--- config.mk ---
export PLATFORM = sky130hd
export DESIGN_NAME = par_stats_sink
export DESIGN_NICKNAME = d
export VERILOG_FILES = /design/src/rtl/par_stats_sink_pkg.sv /design/src/rtl/sink_fifo.sv /design/src/rtl/par_stats_sink.sv
export SDC_FILE = /design/constraint.sdc
export NUM_CORES = 1
export LEC_CHECK = 0
export ABC_CLOCK_PERIOD_IN_PS = 6300
export CORE_ASPECT_RATIO = 0.9
export CORE_MARGIN = 5
export CORE_UTILIZATION = 35
export DETAILED_ROUTE_END_ITERATION = 8
export PLACE_DENSITY = 0.56
export SYNTH_ARGS = -nofsm -noshare
export SYNTH_HDL_FRONTEND = slang
export SYNTH_SLANG_ARGS = --single-unit
--- constraint.sdc ---
create_clock -name clk -period 6.3 [get_ports clk]
set_clock_uncertainty 0.1 [all_clocks]
set_input_delay 1.26 -clock clk [delete_from_list [all_inputs] [get_ports clk]]
set_output_delay 1.26 -clock clk [all_outputs]
set_load 0.01 [all_outputs]
--- src/rtl/par_stats_sink_pkg.sv ---
// Flit layout, field offsets and LFSR helpers shared by the par_stats_sink files.
// HDR_SZ/PL_SZ/ADDR_SZ may be overridden on the command line; defaults suit the 3x3 bench.
`ifndef HDR_SZ
`define HDR_SZ 8
`endif
`ifndef PL_SZ
`define PL_SZ 32
`endif
`ifndef ADDR_SZ
`define ADDR_SZ 4
`endif
`ifndef ADDR_LSB
`define ADDR_LSB 0
`endif
`ifndef PL_LSB
`define PL_LSB (`ADDR_SZ)
`endif
`ifndef HDR_LSB
`define HDR_LSB (`ADDR_SZ + `PL_SZ)
`endif

package par_stats_sink_pkg;

    localparam int HDR_SZ   = `HDR_SZ;
    localparam int PL_SZ    = `PL_SZ;
    localparam int ADDR_SZ  = `ADDR_SZ;
    localparam int FLIT_W   = HDR_SZ + PL_SZ + ADDR_SZ;

    localparam int ADDR_LSB = `ADDR_LSB;
    localparam int PL_LSB   = `PL_LSB;
    localparam int HDR_LSB  = `HDR_LSB;

    // Polynomial x^8 + x^6 + x^5 + x^4 + 1: taps 8,6,5,4 map to bits 7,5,4,3.
    localparam logic [7:0] LFSR_TAPS = 8'b1011_1000;

    function automatic logic [7:0] lfsr_next(input logic [7:0] cur);
        return {cur[6:0], ^(cur & LFSR_TAPS)};
    endfunction

endpackage

--- src/rtl/sink_fifo.sv ---
// Circular flit buffer for par_stats_sink; pointers wrap modulo DEPTH (power of 2),
// head entry is readable combinationally, pointers and count clear on async reset.
module sink_fifo #(
    parameter int DEPTH = 4,
    parameter int WIDTH = 8,
    localparam int PTR_W = $clog2(DEPTH)
) (
    input  logic             clk,
    input  logic             reset,
    input  logic             push,
    input  logic             pop,
    input  logic [WIDTH-1:0] wdata,
    output logic [WIDTH-1:0] rdata,
    output logic [PTR_W:0]   count,
    output logic             full,
    output logic             empty
);

    localparam logic [PTR_W:0] FULL_LVL = (PTR_W + 1)'(DEPTH);

    logic [WIDTH-1:0] mem_q [DEPTH];
    logic [PTR_W-1:0] wr_ptr_q, wr_ptr_d;
    logic [PTR_W-1:0] rd_ptr_q, rd_ptr_d;
    logic [PTR_W:0]   count_q, count_d;
    logic             do_push, do_pop;

    assign full    = (count_q == FULL_LVL);
    assign empty   = (count_q == '0);
    assign do_push = push & ~full;
    assign do_pop  = pop & ~empty;
    assign rdata   = mem_q[rd_ptr_q];
    assign count   = count_q;

    always_comb begin
        wr_ptr_d = wr_ptr_q;
        rd_ptr_d = rd_ptr_q;
        count_d  = count_q;
        if (do_push) wr_ptr_d = wr_ptr_q + 1'b1;
        if (do_pop)  rd_ptr_d = rd_ptr_q + 1'b1;
        case ({do_push, do_pop})
            2'b10:   count_d = count_q + 1'b1;
            2'b01:   count_d = count_q - 1'b1;
            default: count_d = count_q;
        endcase
    end

    always_ff @(posedge clk or posedge reset) begin
        if (reset) begin
            wr_ptr_q <= '0;
            rd_ptr_q <= '0;
            count_q  <= '0;
        end else begin
            wr_ptr_q <= wr_ptr_d;
            rd_ptr_q <= rd_ptr_d;
            count_q  <= count_d;
        end
    end

    // Storage needs no reset: only entries between the pointers are ever read.
    always_ff @(posedge clk) begin
        if (do_push) mem_q[wr_ptr_q] <= wdata;
    end

endmodule

--- src/rtl/par_stats_sink.sv ---
// Router ejection-port sink: buffers flits, drains them at an LFSR-gated rate, checks the
// destination address and keeps saturating stats. Define SINK_LATENCY_EN for latency stats.
module par_stats_sink
    import par_stats_sink_pkg::*;
#(
    parameter int ID        = 0,
    parameter int SINK_HOSP = 255,
    parameter int DEPTH     = 4,
    parameter int CNT_W     = 20,
    localparam int OCC_W    = $clog2(DEPTH) + 1
) (
    input  logic              clk,
    input  logic              reset,
    input  logic [FLIT_W-1:0] data_in,
    input  logic              valid_in,
    output logic              busy_out,
    output logic [FLIT_W-1:0] flit_out,
    output logic              flit_valid,
    output logic [CNT_W-1:0]  rx_count,
    output logic [CNT_W-1:0]  err_count,
    output logic [OCC_W-1:0]  occupancy
`ifdef SINK_LATENCY_EN
    ,
    output logic [2*CNT_W-1:0] lat_sum,
    output logic [CNT_W-1:0]   lat_max
`endif
);

    // An all-zero seed would lock the LFSR, so an ID of 255 falls back to seed 1.
    localparam logic [7:0]         LFSR_SEED = (8'(ID + 1) == 8'd0) ? 8'd1 : 8'(ID + 1);
    localparam logic [7:0]         HOSP      = 8'(SINK_HOSP);
    localparam logic [ADDR_SZ-1:0] MY_ADDR   = ADDR_SZ'(ID);
    localparam logic [CNT_W-1:0]   CNT_MAX   = '1;

    logic [FLIT_W-1:0] head;
    logic              fifo_full, fifo_empty;
    logic              push, pop, addr_err;
    logic [7:0]        lfsr_q, lfsr_d;
    logic [FLIT_W-1:0] flit_q, flit_d;
    logic              fv_q, fv_d;
    logic [CNT_W-1:0]  rx_q, rx_d;
    logic [CNT_W-1:0]  err_q, err_d;

    assign busy_out = fifo_full | reset;
    assign push     = valid_in & ~busy_out;
    assign pop      = ~fifo_empty & (lfsr_q <= HOSP);
    assign addr_err = (head[ADDR_LSB +: ADDR_SZ] != MY_ADDR);

    sink_fifo #(
        .DEPTH (DEPTH),
        .WIDTH (FLIT_W)
    ) u_fifo (
        .clk   (clk),
        .reset (reset),
        .push  (push),
        .pop   (pop),
        .wdata (data_in),
        .rdata (head),
        .count (occupancy),
        .full  (fifo_full),
        .empty (fifo_empty)
    );

    always_comb begin
        lfsr_d = lfsr_next(lfsr_q);
        flit_d = flit_q;
        fv_d   = pop;
        rx_d   = rx_q;
        err_d  = err_q;
        if (pop) begin
            flit_d = head;
            if (rx_q != CNT_MAX)              rx_d  = rx_q + 1'b1;
            if (addr_err && err_q != CNT_MAX) err_d = err_q + 1'b1;
        end
    end

    always_ff @(posedge clk or posedge reset) begin
        if (reset) begin
            lfsr_q <= LFSR_SEED;
            flit_q <= '0;
            fv_q   <= 1'b0;
            rx_q   <= '0;
            err_q  <= '0;
        end else begin
            lfsr_q <= lfsr_d;
            flit_q <= flit_d;
            fv_q   <= fv_d;
            rx_q   <= rx_d;
            err_q  <= err_d;
        end
    end

    assign flit_out   = flit_q;
    assign flit_valid = fv_q;
    assign rx_count   = rx_q;
    assign err_count  = err_q;

`ifdef SINK_LATENCY_EN
    // The payload's low CNT_W bits carry the injection timestamp; subtraction wraps mod 2^CNT_W.
    localparam logic [2*CNT_W-1:0] SUM_MAX = '1;

    logic [CNT_W-1:0]   ts_q;
    logic [CNT_W-1:0]   lat_now;
    logic [CNT_W-1:0]   lat_max_q, lat_max_d;
    logic [2*CNT_W-1:0] lat_sum_q, lat_sum_d;
    logic [2*CNT_W:0]   sum_ext;

    assign lat_now = ts_q - head[PL_LSB +: CNT_W];
    assign sum_ext = {1'b0, lat_sum_q} + {{(CNT_W + 1){1'b0}}, lat_now};

    always_comb begin
        lat_sum_d = lat_sum_q;
        lat_max_d = lat_max_q;
        if (pop) begin
            lat_sum_d = sum_ext[2*CNT_W] ? SUM_MAX : sum_ext[2*CNT_W-1:0];
            if (lat_now > lat_max_q) lat_max_d = lat_now;
        end
    end

    always_ff @(posedge clk or posedge reset) begin
        if (reset) begin
            ts_q      <= '0;
            lat_sum_q <= '0;
            lat_max_q <= '0;
        end else begin
            ts_q      <= ts_q + 1'b1;
            lat_sum_q <= lat_sum_d;
            lat_max_q <= lat_max_d;
        end
    end

    assign lat_sum = lat_sum_q;
    assign lat_max = lat_max_q;
`endif

endmodule
==> impl_metrics.toml <==
[synthesis]
synthTopCellsByArea = "edfxtp_1, dfrtp_1, mux4_2"
synth.yosys.seq_area_share = 0.7366
syn_inst = 637
synth_area_per_cell_sq_um = 16.17
syn-num-nets = 691
synth_top_area_frac = 0.5131
yosysWarnings = 0
ys_async_sr_fraction = 0.3433
synth_largest_area_cell = "edfxtp_1"
synth_common_cells = "edfxtp_1, nand2_1, dfrtp_1"
synth-seq-cells = 268
synth_most_common_cell = "edfxtp_1"
synth_cell_types = 37
synth_area_sq_um = 10300
synth_flop_cell = "edfxtp_1"
synth-edff-count = 176

[detailed_routing]
drtIter0Drc = 347
wl_per_cell_um = 17.81
drc = 0
vias = 5614
wirelength_um = 21460
first_pass_iters = 6
ant_nets = 0
via_per_inst = 4.659

[critical_path]
cp_cell_sequence = "clkdlybuf4s50_1, a21oi_1, inv_1, clkdlybuf4s50_1"
path_common_cell = "clkdlybuf4s50_1"
worstPathRequired_ns = 4.94
crit_type = "in2out"
critPathLaunch = "reset"
rr_startpoint = "u_fifo.rd_ptr_q[0]"
cpPeakStageDelay_ns = 0.52
crit_family = "buffers and inverters"
arrival_ns = 2.73
ff2ff_setup_slack_ns = 3.19
worst-path-buf-inv = 3
worst_path_max_delay_cell = "clkdlybuf4s50_1"
start_kind = "primary input"
end_kind = "output pin"
worstPathMaxFanout = 6

[cells_and_area]
final_nets = 841
fill_cells = 2524
area_delta_synth_final_pct = 27.43
fin_cells = 1205
drive_gt1_frac = 0.1372
fin_util = 0.4536
multi_input_area_sq_um = 2574
antenna_cells = 0
register_area_sq_um = 7592

[sta]
setup-tns-final_ns = 0
setup_viol_count_final = 0
worst_slew_pin_slew_ns = 0.9585
maxSlewViolCount = 0
whs_ns = 0.3686
fin_crit_ns = 4.093
relSlewSlack = 0.3610
period_share = 0.6496
fmax_mhz = 244.3
finalHoldViolations = 0
rsz0062_at_grt = "false"

[flow_run]
cap_violations = 0

[placed_design]
dp.cells = 1153
place.gp.congestion = 0.7058
numPortBuffers = 135
dp_hpwl_um = 13390

[global_route]
grt_remaining_overflow = 0
grt.total_usage = 0.1293
grt_pass1_vias = 5902
grt_pass1_wl_um = 33890
grt_max_degree = 51
antenna_found_initial = 1

[power]
combPwrFrac = 0.283
power_switching_share = 0.2985
pwr-share-clk = 0.294
p_switching_uw = 1779
power_density_nw_per_um2 = 454.0
power_uw = 5959
seqPwrFrac = 0.424
internal-power_uw = 4180
p_leak_uw = 0.004999
ir_drop_mv = 0.2051

[clocking]
cts_sinks = 268
clk_pin_slew_ns = 0.06
cts_hold_buf = 0
postCtsResizedCells = 0
post_cts_buffers = 0
clock_path_buffers = 3
worstSkewPairLatency_ns = 0.54
cts_tree = "built"
cts-root-buf = "clkbuf_16"
cts_buffers = 28
htreeDepth = 1

[die]
fp.dieW_um = 190.8
dieHeight_um = 172.7
start_util = 0.3559
coreArea_sq_um = 28940
rows = 59
io_pins = 136
die-area_sq_um = 32960

[run_status]
outcome = "completed"

[min_path]
worstHoldStart = "flit_out[19]"
hp-class = "reg2reg"
-- cells in the final DEF (no fill, tap or decap), types with 2 or more instances in the layout --
master / count
edfxtp_1: 176
nand2_1: 152
clkdlybuf4s50_1: 135
dfrtp_1: 90
mux4_2: 44
clkbuf_16: 28
xor2_1: 27
nor2_1: 17
xnor2_1: 16
nand3_1: 13
and3_1: 10
nor3_1: 10
inv_1: 9
nand4_1: 8
buf_4: 8
ha_1: 6
clkbuf_1: 5
bufinv_16: 5
and4_1: 4
and3_2: 4
clkbuf_8: 4
o21ai_0: 3
nor4_1: 3
clkinvlp_4: 3
clkinv_2: 3
a21oi_1: 2
clkinv_1: 2
-- power by group through the flow --
stage | logic [uW] | clock network, uW | registers (uW)
finish | 1680 | 1750 | 2530
global placement | 1710 | 0 | 2570
floorplan | 983 | 0 | 2530
detailed placement | 1730 | 0 | 2570
global route | 1860 | 1880 | 2590
CTS | 1730 | 1800 | 2540
-- layer usage --
layer / GRT usage / vias to the layer above / routed length, um
li1: - / 2627 / -
met1: 0.1875 / 2810 / 9855
met2: 0.2034 / 144 / 9876
met3: 0.02742 / 31 / 1319
met4: 0.02723 / 2 / 391
met5: 0 / - / 13
-- stage by stage --
stage,cell area (sq um),setup slack [ns]
after global placement,12120,2.187
after detailed placement,12120,2.205
after global routing,13130,2.122
final,13130,2.207
after floorplan,10300,2.548
after CTS,13130,2.185
-- worst min-delay path: stages (launching register included) --
cell and delay (ns):
dfrtp_1 0.34, nand2_1 0.05, nand2_1 0.05
-- kinds of logic (layout without fill, tap and decap cells) --
| group | Yosys count | count (layout) | share of synthesized area |
|---|---|---|---|
| AND/OR/NAND/NOR | 230 | 230 | 0.09815 |
| AO/OA/AOI/OAI | 9 | 9 | 0.006560 |
| adder cells (fa/ha/maj) | 7 | 7 | 0.009232 |
| buffers and inverters | 34 | 206 | 0.01445 |
| multiplexers | 46 | 46 | 0.09840 |
| flip-flops | 268 | 268 | 0.7366 |
| XOR/XNOR | 43 | 43 | 0.03656 |
-- state kept, by name (all words and copies together) (netlist names) --
signal and cells:
err_count 20, flit_out 44, flit_valid 1, rx_count 20
u_fifo.count 3, u_fifo.mem_q 176, u_fifo.rd_ptr_q 2, u_fifo.wr_ptr_q 2
-- cell type report --
class,instances,area share
flip-flops and latches,268,0.5785
multi-input cells,335,0.1961
repair buffers,143,0.1075
clock buffers,37,0.05901
well taps,396,0.03775
clock inverters,15,0.01783
inverters,11,0.003337
-- final timing paths --
kind | to | depth (start not counted)
min | flit_out[19] | 2
max reg2reg | err_count[1] | 4
min reg2reg | flit_out[19] | 2
max in group asynchronous | u_fifo.rd_ptr_q[1] | 3
min in group asynchronous | rx_count[1] | 2
max | busy_out | 4
Note: power is estimated with default switching activity, not from simulation.
